### src/rtl/lsu_mem_stage_if.sv
// EX-side handshake, data-memory port and writeback bundle for lsu_mem_stage.
// master = surroundings (EX, memory, testbench); slave = the memory stage itself.
interface lsu_mem_stage_if;
  logic        in_valid;
  logic        in_ready;
  logic [31:0] in_alu_out;
  logic [31:0] in_rs2;
  logic [2:0]  in_funct3;
  logic        in_is_load;
  logic        in_is_store;
  logic [4:0]  in_rd;
  logic        in_rd_we;
  logic        mem_req;
  logic        mem_we;
  logic [31:0] mem_addr;
  logic [3:0]  mem_be;
  logic [31:0] mem_wdata;
  logic        mem_gnt;
  logic        mem_rvalid;
  logic [31:0] mem_rdata;
  logic        out_valid;
  logic [4:0]  out_rd;
  logic        out_rd_we;
  logic [31:0] out_data;
  logic        out_err;
  logic        out_misalign;

  modport master (
    output in_valid, in_alu_out, in_rs2, in_funct3, in_is_load, in_is_store, in_rd, in_rd_we,
    output mem_gnt, mem_rvalid, mem_rdata,
    input  in_ready, mem_req, mem_we, mem_addr, mem_be, mem_wdata,
    input  out_valid, out_rd, out_rd_we, out_data, out_err, out_misalign
  );

  modport slave (
    input  in_valid, in_alu_out, in_rs2, in_funct3, in_is_load, in_is_store, in_rd, in_rd_we,
    input  mem_gnt, mem_rvalid, mem_rdata,
    output in_ready, mem_req, mem_we, mem_addr, mem_be, mem_wdata,
    output out_valid, out_rd, out_rd_we, out_data, out_err, out_misalign
  );
endinterface

### src/rtl/lsu_mem_stage.sv
// Load/store memory stage: req/gnt/rvalid data port, lane steering, load extension.
// Optional MISALIGN_TRAP_EN: trap misaligned halfword/word accesses instead of issuing them.
module lsu_mem_stage #(
  parameter int unsigned TIMEOUT_CYCLES = 255
) (
  input logic            clk,
  input logic            rst,
  lsu_mem_stage_if.slave bus
);
  // state  | meaning
  // S_IDLE | ready for an op; non-memory ops complete from here
  // S_REQ  | mem_req held with stable address/be/data until mem_gnt
  // S_WAIT | load granted, waiting for mem_rvalid or timeout
  typedef enum logic [1:0] {S_IDLE, S_REQ, S_WAIT} state_t;

  localparam logic [31:0] TO_LAST = 32'(TIMEOUT_CYCLES) - 32'd1;

  state_t      r_state;
  logic [31:0] r_addr;
  logic [31:0] r_rs2;
  logic [31:0] r_cnt;
  logic [2:0]  r_funct3;
  logic        r_is_load;
  logic [4:0]  r_rd;
  logic        r_rd_we;
  logic        r_out_valid;
  logic [4:0]  r_out_rd;
  logic        r_out_rd_we;
  logic [31:0] r_out_data;
  logic        r_out_err;
  logic        r_out_misalign;

  logic        w_accept;
  logic        w_is_mem;
  logic        w_misalign;
  logic        w_timeout;
  logic        w_req;
  logic [1:0]  w_off;
  logic [7:0]  w_byte;
  logic [15:0] w_half;
  logic [3:0]  w_be;
  logic [31:0] w_wdata;
  logic [31:0] w_load;

  assign w_accept  = bus.in_valid && (r_state == S_IDLE);
  assign w_is_mem  = bus.in_is_load || bus.in_is_store;
  assign w_timeout = (TIMEOUT_CYCLES != 0) && (r_cnt == TO_LAST);
  assign w_req     = (r_state == S_REQ);
  assign w_off     = r_addr[1:0];

`ifdef MISALIGN_TRAP_EN
  assign w_misalign = ((bus.in_funct3[1:0] == 2'b01) && bus.in_alu_out[0]) ||
                      (bus.in_funct3[1] && (bus.in_alu_out[1:0] != 2'b00));
`else
  assign w_misalign = 1'b0;
`endif

  always_comb begin
    w_be    = 4'b1111;
    w_wdata = r_rs2;
    case (r_funct3[1:0])
      2'b00: begin
        w_be    = 4'b0001 << w_off;
        w_wdata = {4{r_rs2[7:0]}};
      end
      2'b01: begin
        w_be    = 4'b0011 << {w_off[1], 1'b0};
        w_wdata = {2{r_rs2[15:0]}};
      end
      default: ;
    endcase
    if (r_is_load) w_wdata = 32'd0;
  end

  always_comb begin
    case (w_off)
      2'd0:    w_byte = bus.mem_rdata[7:0];
      2'd1:    w_byte = bus.mem_rdata[15:8];
      2'd2:    w_byte = bus.mem_rdata[23:16];
      default: w_byte = bus.mem_rdata[31:24];
    endcase
    w_half = w_off[1] ? bus.mem_rdata[31:16] : bus.mem_rdata[15:0];
    case (r_funct3)
      3'b000:  w_load = {{24{w_byte[7]}}, w_byte};
      3'b100:  w_load = {24'd0, w_byte};
      3'b001:  w_load = {{16{w_half[15]}}, w_half};
      3'b101:  w_load = {16'd0, w_half};
      default: w_load = bus.mem_rdata;
    endcase
  end

  assign bus.in_ready     = (r_state == S_IDLE);
  assign bus.mem_req      = w_req;
  assign bus.mem_we       = w_req && !r_is_load;
  assign bus.mem_addr     = w_req ? {r_addr[31:2], 2'b00} : 32'd0;
  assign bus.mem_be       = w_req ? w_be : 4'd0;
  assign bus.mem_wdata    = w_req ? w_wdata : 32'd0;
  assign bus.out_valid    = r_out_valid;
  assign bus.out_rd       = r_out_rd;
  assign bus.out_rd_we    = r_out_rd_we;
  assign bus.out_data     = r_out_data;
  assign bus.out_err      = r_out_err;
  assign bus.out_misalign = r_out_misalign;

  always_ff @(posedge clk or posedge rst) begin
    if (rst) begin
      r_state        <= S_IDLE;
      r_addr         <= 32'd0;
      r_rs2          <= 32'd0;
      r_cnt          <= 32'd0;
      r_funct3       <= 3'd0;
      r_is_load      <= 1'b0;
      r_rd           <= 5'd0;
      r_rd_we        <= 1'b0;
      r_out_valid    <= 1'b0;
      r_out_rd       <= 5'd0;
      r_out_rd_we    <= 1'b0;
      r_out_data     <= 32'd0;
      r_out_err      <= 1'b0;
      r_out_misalign <= 1'b0;
    end else begin
      r_out_valid    <= 1'b0;
      r_out_err      <= 1'b0;
      r_out_misalign <= 1'b0;
      case (r_state)
        S_IDLE: begin
          if (w_accept) begin
            if (!w_is_mem) begin
              r_out_valid <= 1'b1;
              r_out_data  <= bus.in_alu_out;
              r_out_rd    <= bus.in_rd;
              r_out_rd_we <= bus.in_rd_we;
            end else if (w_misalign) begin
              r_out_valid    <= 1'b1;
              r_out_misalign <= 1'b1;
              r_out_data     <= bus.in_alu_out;
              r_out_rd       <= bus.in_rd;
              r_out_rd_we    <= 1'b0;
            end else begin
              r_addr    <= bus.in_alu_out;
              r_rs2     <= bus.in_rs2;
              r_funct3  <= bus.in_funct3;
              r_is_load <= bus.in_is_load;
              r_rd      <= bus.in_rd;
              r_rd_we   <= bus.in_rd_we;
              r_state   <= S_REQ;
            end
          end
        end
        S_REQ: begin
          if (bus.mem_gnt) begin
            if (r_is_load) begin
              r_cnt   <= 32'd0;
              r_state <= S_WAIT;
            end else begin
              r_out_valid <= 1'b1;
              r_out_data  <= 32'd0;
              r_out_rd    <= r_rd;
              r_out_rd_we <= 1'b0;
              r_state     <= S_IDLE;
            end
          end
        end
        S_WAIT: begin
          // rvalid takes priority over a timeout landing on the same cycle
          if (bus.mem_rvalid) begin
            r_out_valid <= 1'b1;
            r_out_data  <= w_load;
            r_out_rd    <= r_rd;
            r_out_rd_we <= r_rd_we;
            r_state     <= S_IDLE;
          end else if (w_timeout) begin
            r_out_valid <= 1'b1;
            r_out_err   <= 1'b1;
            r_out_data  <= 32'd0;
            r_out_rd    <= r_rd;
            r_out_rd_we <= 1'b0;
            r_state     <= S_IDLE;
          end else begin
            r_cnt <= r_cnt + 32'd1;
          end
        end
        default: r_state <= S_IDLE;
      endcase
    end
  end
endmodule

### src/flat_wrapper.sv
// flat-port wrapper written by rule: the top's interface ports become plain ports
module lsu_mem_stage_flat 
#(
  parameter int unsigned TIMEOUT_CYCLES = 255
)
  (clk, rst, bus_in_valid, bus_in_alu_out, bus_in_rs2, bus_in_funct3, bus_in_is_load, bus_in_is_store, bus_in_rd, bus_in_rd_we, bus_mem_gnt, bus_mem_rvalid, bus_mem_rdata, bus_in_ready, bus_mem_req, bus_mem_we, bus_mem_addr, bus_mem_be, bus_mem_wdata, bus_out_valid, bus_out_rd, bus_out_rd_we, bus_out_data, bus_out_err, bus_out_misalign);
  lsu_mem_stage_if bus_i ();
  input logic clk;
  input logic rst;
  input wire logic [$bits(bus_i.in_valid)-1:0] bus_in_valid;
  input wire logic [$bits(bus_i.in_alu_out)-1:0] bus_in_alu_out;
  input wire logic [$bits(bus_i.in_rs2)-1:0] bus_in_rs2;
  input wire logic [$bits(bus_i.in_funct3)-1:0] bus_in_funct3;
  input wire logic [$bits(bus_i.in_is_load)-1:0] bus_in_is_load;
  input wire logic [$bits(bus_i.in_is_store)-1:0] bus_in_is_store;
  input wire logic [$bits(bus_i.in_rd)-1:0] bus_in_rd;
  input wire logic [$bits(bus_i.in_rd_we)-1:0] bus_in_rd_we;
  input wire logic [$bits(bus_i.mem_gnt)-1:0] bus_mem_gnt;
  input wire logic [$bits(bus_i.mem_rvalid)-1:0] bus_mem_rvalid;
  input wire logic [$bits(bus_i.mem_rdata)-1:0] bus_mem_rdata;
  output wire logic [$bits(bus_i.in_ready)-1:0] bus_in_ready;
  output wire logic [$bits(bus_i.mem_req)-1:0] bus_mem_req;
  output wire logic [$bits(bus_i.mem_we)-1:0] bus_mem_we;
  output wire logic [$bits(bus_i.mem_addr)-1:0] bus_mem_addr;
  output wire logic [$bits(bus_i.mem_be)-1:0] bus_mem_be;
  output wire logic [$bits(bus_i.mem_wdata)-1:0] bus_mem_wdata;
  output wire logic [$bits(bus_i.out_valid)-1:0] bus_out_valid;
  output wire logic [$bits(bus_i.out_rd)-1:0] bus_out_rd;
  output wire logic [$bits(bus_i.out_rd_we)-1:0] bus_out_rd_we;
  output wire logic [$bits(bus_i.out_data)-1:0] bus_out_data;
  output wire logic [$bits(bus_i.out_err)-1:0] bus_out_err;
  output wire logic [$bits(bus_i.out_misalign)-1:0] bus_out_misalign;
  assign bus_i.in_valid = bus_in_valid;
  assign bus_i.in_alu_out = bus_in_alu_out;
  assign bus_i.in_rs2 = bus_in_rs2;
  assign bus_i.in_funct3 = bus_in_funct3;
  assign bus_i.in_is_load = bus_in_is_load;
  assign bus_i.in_is_store = bus_in_is_store;
  assign bus_i.in_rd = bus_in_rd;
  assign bus_i.in_rd_we = bus_in_rd_we;
  assign bus_i.mem_gnt = bus_mem_gnt;
  assign bus_i.mem_rvalid = bus_mem_rvalid;
  assign bus_i.mem_rdata = bus_mem_rdata;
  assign bus_in_ready = bus_i.in_ready;
  assign bus_mem_req = bus_i.mem_req;
  assign bus_mem_we = bus_i.mem_we;
  assign bus_mem_addr = bus_i.mem_addr;
  assign bus_mem_be = bus_i.mem_be;
  assign bus_mem_wdata = bus_i.mem_wdata;
  assign bus_out_valid = bus_i.out_valid;
  assign bus_out_rd = bus_i.out_rd;
  assign bus_out_rd_we = bus_i.out_rd_we;
  assign bus_out_data = bus_i.out_data;
  assign bus_out_err = bus_i.out_err;
  assign bus_out_misalign = bus_i.out_misalign;
  lsu_mem_stage #(.TIMEOUT_CYCLES(TIMEOUT_CYCLES)) u_core (.clk(clk), .rst(rst), .bus(bus_i));
endmodule
### config.mk
export PLATFORM = sky130hd
export DESIGN_NAME = lsu_mem_stage_flat
export DESIGN_NICKNAME = d
export VERILOG_FILES = /design/src/rtl/lsu_mem_stage_if.sv /design/src/rtl/lsu_mem_stage.sv /design/src/flat_wrapper.sv
export SDC_FILE = /design/constraint.sdc
export NUM_CORES = 1
export LEC_CHECK = 0
export CORE_UTILIZATION = 39
export DETAILED_ROUTE_END_ITERATION = 8
export HOLD_SLACK_MARGIN = 0.05
export PLACE_DENSITY = 0.78
export SYNTH_ARGS = -nofsm -noshare
export SYNTH_HDL_FRONTEND = slang
export SYNTH_SLANG_ARGS = --single-unit
### constraint.sdc
create_clock -name clk -period 7.6 [get_ports clk]
set_input_delay 1.52 -clock clk [delete_from_list [all_inputs] [get_ports clk]]
set_output_delay 1.52 -clock clk [all_outputs]
set_load 0.005 [all_outputs]
Yosys cells after proc, flatten, opt, wreduce, memory -nomap -nowiden

Index checks and enable logic that the tools add are counted.
W data, S select, Z words.

Flip-flop bits (word level): 148
Output and inout bits: 112

Add/subtract/negate cells: 1
Eq/ne operators: 18
Shift operators: 2
Mux-type cells: 51
Reductions and logical operators: 14

Operators with widths:

| operator                | number |
|---|---|
| $mux W32                | 13 |
| $pmux W32 S2            | 2 |
| $pmux W32 S4            | 1 |
| $pmux W32 S3            | 1 |
| $add A32 B1 Y32 const B | 1 |
| $eq A32 B8 Y1 const B   | 1 |
| $mux W5                 | 6 |
| $pmux W8 S3             | 1 |
| $mux W16                | 1 |
| $pmux W5 S3             | 1 |
| $mux W1                 | 14 |
| $mux W2                 | 6 |
| $ne A2 B2 Y1 const B    | 5 |
| $pmux W4 S2             | 1 |
| $eq A2 B1 Y1 const B    | 3 |
| $eq A3 B3 Y1 const B    | 2 |
| $logic_not A2 Y1        | 3 |
| $ne A2 B1 Y1 const B    | 3 |
| $pmux W1 S3             | 2 |
| $pmux W2 S3             | 1 |
| $reduce_and A6 Y1       | 1 |
| $reduce_and A5 Y1       | 1 |
| $eq A2 B2 Y1 const B    | 2 |
| $mux W4                 | 1 |
| other kinds (12)        | 13 |

Longest topological paths before layout

Gate-level depths: netlist of run 1.

Depth in word-level cells: 5
Depth in mapped cells: 10
Depth with buffers taken out: 7

Worst setup path after synthesis of run 1

OpenSTA, ideal clock, no wires.

Path kind: register to output
From: reg u_core.r_funct3[0]
To: out bus_mem_wdata[24]
Arrival time: 1.506 ns
Required time: 6.080 ns
Path slack: 4.574 ns
Stages on the path, launching flop included: 7
Cell sequence: dfrtp_1 -> clkbuf_1 -> buf_1 -> mux2i_1 -> nor2_1 -> a21oi_1 -> nor2_1

Word-level cells in the longest chain between the ends: 4
Elaborated cells on any way between the ends: 5

Ends and longest elaborated chain:

| element                                                 | line                 | source |
|---|---|---|
| start: declaration                                      | lsu_mem_stage.sv:22  | `logic [2:0] r_funct3;` |
| start signal: assignment                                | lsu_mem_stage.sv:142 | `r_funct3 <= bus.in_funct3;` |
| $eq A2 B1 Y1 / $logic_not A2 Y1 (equally long branches) | lsu_mem_stage.sv:61  | `case (r_funct3[1:0])` |
| $pmux W32 S2 (*)                                        | lsu_mem_stage.sv:61  |  |
| $mux W32 (*)                                            | lsu_mem_stage.sv:72  | `if (r_is_load) w_wdata = 32'd0;` |
| $mux W32 (*)                                            | lsu_mem_stage.sv:97  | `assign bus.mem_wdata = w_req ? w_wdata : 32'd0;` |
| end: declaration                                        | flat_wrapper.sv:26   | `output wire logic [$bits(bus_i.mem_wdata)-1:0] bus_mem_wdata;` |

Every way passes the cells marked *; elsewhere a longest branch is shown, timed or not.

Final worst setup path of run 1

From: reg u_core.r_state[1]
To: out bus_mem_wdata[4]

Word-level cells in the longest chain between the ends: 2

Ends and longest elaborated chain:

| element                  | line                 | source |
|---|---|---|
| start: declaration       | lsu_mem_stage.sv:18  | `state_t r_state;` |
| start signal: assignment | lsu_mem_stage.sv:107 | `r_state <= S_IDLE;` |
| start signal: assignment | lsu_mem_stage.sv:146 | `r_state <= S_REQ;` |
| start signal: assignment | lsu_mem_stage.sv:154 | `r_state <= S_WAIT;` |
| $eq A2 B1 Y1             | lsu_mem_stage.sv:48  | `assign w_req = (r_state == S_REQ);` |
| $mux W32                 | lsu_mem_stage.sv:97  |  |

Every way passes these cells.

==> results of run 1 <==
## kinds of logic (layout without fill, tap and decap cells)
kind of cell | Yosys count | in the layout
simple gates | 260 | 260
compound gates | 188 | 188
flops | 148 | 148
mux | 105 | 105
buf+inv | 95 | 297
xor+xnor | 17 | 17
fa+ha+maj | 6 | 6
other cells | 1 | 4
## worst max-delay path, cell delays in order, from the launching register on
cell and delay, ps:
dfrtp_1 400, inv_1 110, ha_1 150, buf_4 350
nand2b_1 620, inv_2 440, and2_1 180, clkdlybuf4s50_1 500
## worst max-delay path by stage
stage                                   endpoint  slack (ps)  cells after the start
after global placement          bus_mem_wdata[3]        3370                      7
after floorplan           u_core.bus.out_data[0]        2100                      1
after CTS                       bus_mem_wdata[3]        2850                      7
final                           bus_mem_wdata[4]        2900                      7
after detailed placement        bus_mem_wdata[3]        3320                      7
after global routing            bus_mem_wdata[7]        2640                      7
## cells in the mapped netlist, types with 5 or more instances
cell	instances
dfrtp_1	148
o21ai_0	38
or3_1	19
ha_1	6
buf_1	9
nand3_1	14
clkbuf_1	34
a41oi_1	16
nand4_1	14
mux2i_1	29
a21oi_1	76
nor4_1	13
and2_1	42
nand2b_1	5
xor2_1	6
a31oi_1	9
nand2_1	55
o22ai_1	22
inv_1	35
xnor2_1	11
nor2b_1	22
buf_2	13
mux2_2	65
a22o_1	6
nor2_1	53
mux2_1	10
## layer usage
metal | vias to the layer above | wire (µm) | track usage (%)
li1 | 3304 | - | -
met1 | 3392 | 10100 | 30.1
met2 | 297 | 10800 | 35.3
met3 | 49 | 1770 | 5.60
met4 | 0 | 864 | 10.4
met5 | - | 0 | 0
## registers in the layout, indices dropped and copies added (netlist names)
| register | count |
|---|---|
| u_core.r_rs2 | 32 |
| u_core.bus.out_data | 32 |
| u_core.r_addr | 32 |
| u_core.r_rd | 5 |
| u_core.bus.out_rd | 5 |
| u_core.r_is_load | 1 |
| u_core.r_rd_we | 1 |
| u_core.r_cnt | 32 |
| u_core.r_funct3 | 3 |
| u_core.r_state | 2 |
| u_core.bus.out_err | 1 |
| u_core.bus.out_valid | 1 |
| u_core.bus.out_rd_we | 1 |
## power by group
group          leakage [nW]  internal [mW]  switching [mW]
clock network         0.296          0.517           0.349
registers              1.83           1.11           0.215
logic                  2.40           1.05            1.03
total                  4.52           2.67            1.60
## metrics by stage
| step | power, mW | util [%] | instance area (µm²) | worst slack, ps | hold WS [ps] |
|---|---|---|---|---|---|
| 3_5_place_dp | 3.42 | 52.5 | 10400 | 3320 | 462 |
| 3_3_place_gp | 3.37 | 52.5 | 10400 | 3370 | 454 |
| 6_report | 4.27 | 55.6 | 11000 | 2900 | 470 |
| 2_1_floorplan | 2.52 | - | 8000 | 2100 | 442 |
| 5_1_grt | 4.56 | 55.5 | 11000 | 2640 | 497 |
| 4_1_cts | 4.30 | 55.5 | 11000 | 2850 | 477 |
## final cells by class
class / instances / share of cell area (%)
clock buffers: 20 / 4.25
inverters: 36 / 1.28
multi-input cells: 579 / 35.8
flip-flops and latches: 148 / 33.7
repair buffers: 229 / 20.7
diodes: 1 / 0.0228
well taps: 265 / 3.02
clock inverters: 12 / 1.31
## placed cells by master (no fill, tap or decap), types with 5 or more instances in the layout
cell               n
clkbuf_16         17
nand4_1           14
nand3_1           14
nor2b_1           22
nor2_1            52
buf_4              9
clkdlybuf4s50_1  220
o21ai_0           38
ha_1               6
nand2_1           55
and2_1            42
inv_1             34
a31oi_1            9
mux2i_1           29
inv_6              5
or3_1             19
o22ai_1           22
dfrtp_1          147
mux2_1            10
a21oi_1           75
mux2_2            65
xor2_1             6
nand2b_1           5
a41oi_1           16
xnor2_1           11
nor4_1            13
a22o_1             6
==> flow_summary.toml, run 1 <==
[cts]
clk_pin_slew_ps = 60
clock_latency_ps = 420
cts.sinks = 148
cts_resized = 0
cts_hold_buf = 0
cts_tree = "done"
cts_setup_buffers = 0
cts_root_buf = "clkbuf_16"
cts_buffer_depth = 2
cts_buffers = 17
htree_levels = 4

[worst_setup_path]
r2r_slack_ps = 4470
cp_max_fo = 40
crit_arrival_ps = 3180
r2r_end = "u_core.r_cnt[26]"
r2r_cells = 8
crit_path_end_kind = "output port"
worstPathRequired_ps = 6080
worst_setup_path_start_kind = "register"
critPathKind = "reg2out"
timing.rr.start = "u_core.r_state[0]"
critPathLaunch = "u_core.r_state[1]"

[synth]
yosysWarningCount = 0
synth_area_um2 = 7990
synth_top_area_share_pct = 46.4
synth-edff-count = 0
ys_seq_elements = 148
synth_compound_area_share_pct = 14.2
ys_types = 56
syn_avg_cell_area_um2 = 9.74
syn_inst = 820
synth-simple-area-share_pct = 17.3
synthMuxAreaShare_pct = 14.5
synth_top_area_cell = "dfrtp_1"
synth_ff_type = "dfrtp_1"
synth-async-reset-ratio_pct = 100
synthAdderAreaFrac_pct = 0.940
synth_area_leaders = "dfrtp_1, mux2_2, a21oi_1"
synth_top_family_by_area = "simple AND/OR/NAND/NOR gates"
synth-seq-area-share_pct = 46.4
synth_xor_xnor_area_share_pct = 1.86

[power_and_ir_drop]
p_leak_nw = 4.52
p_per_area_nw_per_um2 = 389
ir_drop_uv = 181

[timing]
fin_worst_skew_ps = 10.3
final-setup-viol-count = 0
final_max_slew_viol_count = 0
period_share_pct = 61.8
tightestPinTransition_ps = 1130
tns_ps = 0
grt_setup_unrepaired = "no"
hold_viol = 0
maxSlewHeadroom_pct = 24.8
fin_crit_ps = 4700
fmax_mhz = 213

[routing]
drt_iter0_drc = 582
first_pass_iters = 5
wl_per_cell_um = 18.2
ant_nets = 0
finalWirelength_um = 23500
drc = 0
num_vias = 7042
routed_via_density = 5.46

[die]
io_pins = 224
die_y_um = 145
initial_core_util_pct = 40.4
rows = 51
core_area_um2 = 19800
die_w_um = 145
die-area_um2 = 21100

[placement]
portBuffers = 220
dp_cells = 1257
routabilityCongestion = 0.835
dpl.hpwl_um = 16500

[grt]
grt_pass1_vias = 7084
gr-total-overflow = 0
antenna_found_initial = 1
grt_first_pass_wirelength_um = 38100
grt_max_degree = 89
track_usage_pct = 22.8

[final_layout]
instances_no_fill = 1290
multiInputGateArea_um2 = 3930
fin_nets = 1129
drive_gt1_share_pct = 12.0
fill_cells = 1739
area.sequential_um2 = 3700
syn_to_final_growth_pct = 37.6

[hold_path]
min_path_cells = 2
worstHoldPathType = "reg2reg"
hold_end = "u_core.r_addr[7]"
hp-start = "u_core.r_addr[7]"

[run_status]
outcome = "completed"

[job]
max_cap_violations = 0
(Power assumes the default switching activity.)
==> run 2: changes to the inputs <==
==> constraint.sdc (replaced) <==
create_clock -name clk -period 4.9 [get_ports clk]
set_input_delay 0.98 -clock clk [delete_from_list [all_inputs] [get_ports clk]]
set_output_delay 0.98 -clock clk [all_outputs]
set_load 0.005 [all_outputs]
==> flow_summary.toml, run 2 (synthesized netlist as in run 1, its figures left out) <==
[power_and_ir_drop]
p_leak_nw = 4.56
seq_power_share_pct = 31.3
p_per_area_nw_per_um2 = 607
p_int_mw = 4.27
p_clk_share_pct = 21.2
ir_drop_uv = 288
total_power_mw = 6.71
p_sw_mw = 2.45
combPwrFrac_pct = 47.5
switching_share_pct = 36.4

[grt]
grt_max_degree = 89
gr-total-overflow = 0
grt_pass1_vias = 7042
antenna_found_initial = 0
grt_first_pass_wirelength_um = 38500
track_usage_pct = 23.1

[timing]
period_share_pct = 75.9
tns_ps = 0
grt_setup_unrepaired = "no"
hold_viol = 0
final-setup-viol-count = 0
fmax_mhz = 269
fin_crit_ps = 3720
final_max_slew_viol_count = 0
timing.final.ws_setup_ps = 1180
maxSlewHeadroom_pct = 42.6
fin_worst_skew_ps = 8.77
tightestPinTransition_ps = 856

[worst_setup_path]
r2r_slack_ps = 1960
crit_slowest_cell = "clkdlybuf4s50_1"
crit_arrival_ps = 2740
r2r_end = "u_core.bus.out_data[1]"
critPathLaunch = "u_core.r_state[1]"
worst_setup_path_start_kind = "register"
critPathKind = "reg2out"
slowest_delay_ps = 500
r2r_cells = 9
cp_max_fo = 40
cp_common_cell = "buf_4"
crit_path_end_kind = "output port"
path_cells = "inv_1, ha_1, buf_4, nand2b_1, buf_4, inv_2, and2_1, clkdlybuf4s50_1"
worstPathRequired_ps = 3920
timing.rr.start = "u_core.r_state[0]"

[routing]
ant_nets = 0
wl_per_cell_um = 18.6
drt_iter0_drc = 492
first_pass_iters = 5
routed_via_density = 5.42
finalWirelength_um = 24100
drc = 0
num_vias = 7010

[cts]
cts_setup_buffers = 0
cts_tree = "done"
clock_latency_ps = 430
cts_resized = 0
htree_levels = 4
cts.sinks = 148
cts_buffer_depth = 2
cts_root_buf = "clkbuf_16"
clk_pin_slew_ps = 60
cts_hold_buf = 0
cts_buffers = 17

[die]
core_area_um2 = 19800
die_w_um = 145
io_pins = 224
die-area_um2 = 21100
rows = 51
die_y_um = 145
initial_core_util_pct = 40.4

[placement]
routabilityCongestion = 0.891
placed_area_um2 = 10400
dp_cells = 1262
portBuffers = 220
dpl.hpwl_um = 17000
pre_cts_ws_ps = 1640

[hold_path]
hp-start = "u_core.r_addr[8]"
hold_end = "u_core.r_addr[8]"
worstHoldPathType = "reg2reg"
min_path_cells = 2

[final_layout]
diodes = 0
syn_to_final_growth_pct = 38.6
instances_no_fill = 1293
fin_area_um2 = 11100
multiInputGateArea_um2 = 3930
drive_gt1_share_pct = 12.1
fill_cells = 1706
fin_nets = 1134
final_common_cell = "clkdlybuf4s50_1"
layout_common_cells = "clkdlybuf4s50_1, dfrtp_1, a21oi_1"
area.sequential_um2 = 3700

[job]
max_cap_violations = 0

[run_status]
outcome = "completed"
-- run 2: per-stage QoR --
stage          utilization [%]  hold WS, ps
2_1_floorplan                -          442
3_3_place_gp              52.8          453
3_5_place_dp              52.8          463
4_1_cts                   56.0          476
5_1_grt                   56.0          500
6_report                  56.0          472
-- run 2: final cells by class --
type                    count  share of cell area (%)
multi-input cells         579                    35.5
well taps                 265                    3.00
flip-flops and latches    148                    33.5
inverters                  36                    1.25
repair buffers            234                    21.1
clock inverters             8                    1.33
clock buffers              23                    4.41
-- run 2: worst max-delay path by stage --
stage | to | slack [ps] | cells after the start
floorplan | u_core.bus.out_data[0] | 2060 | 1
global placement | bus_mem_wdata[0] | 1670 | 8
detailed placement | bus_mem_wdata[0] | 1640 | 8
CTS | bus_mem_wdata[0] | 1170 | 8
global route | bus_mem_be[0] | 980 | 4
finish | bus_mem_wdata[0] | 1180 | 8
-- run 2: per-layer routing --
layer  vias up  part of all wire [%]  GRT usage [%]
met1      3389                    45           30.7
met2       261                    46           36.5
met4         0                   2.8           8.47
li1       3313                     -              -
met3        47                   6.8           5.79
met5         -                     0              0
-- run 2: power groups by stage --
| stage | Combinational (mW) | Clock [mW] | Sequential (mW) |
|---|---|---|---|
| global placement | 3.12 | 0 | 2.10 |
| detailed placement | 3.17 | 0 | 2.12 |
| finish | 3.19 | 1.42 | 2.10 |
| global route | 3.47 | 1.49 | 2.17 |
| CTS | 3.20 | 1.44 | 2.10 |
| floorplan | 1.94 | 0 | 1.97 |
-- run 2: worst max-delay path: cells and delay by family, from the launching register on --
kind	cells	cell delay, ps
adder cells (fa/ha/maj)	1	150
flip-flops	1	400
AND/OR/NAND/NOR	2	290
buffers and inverters	5	1450
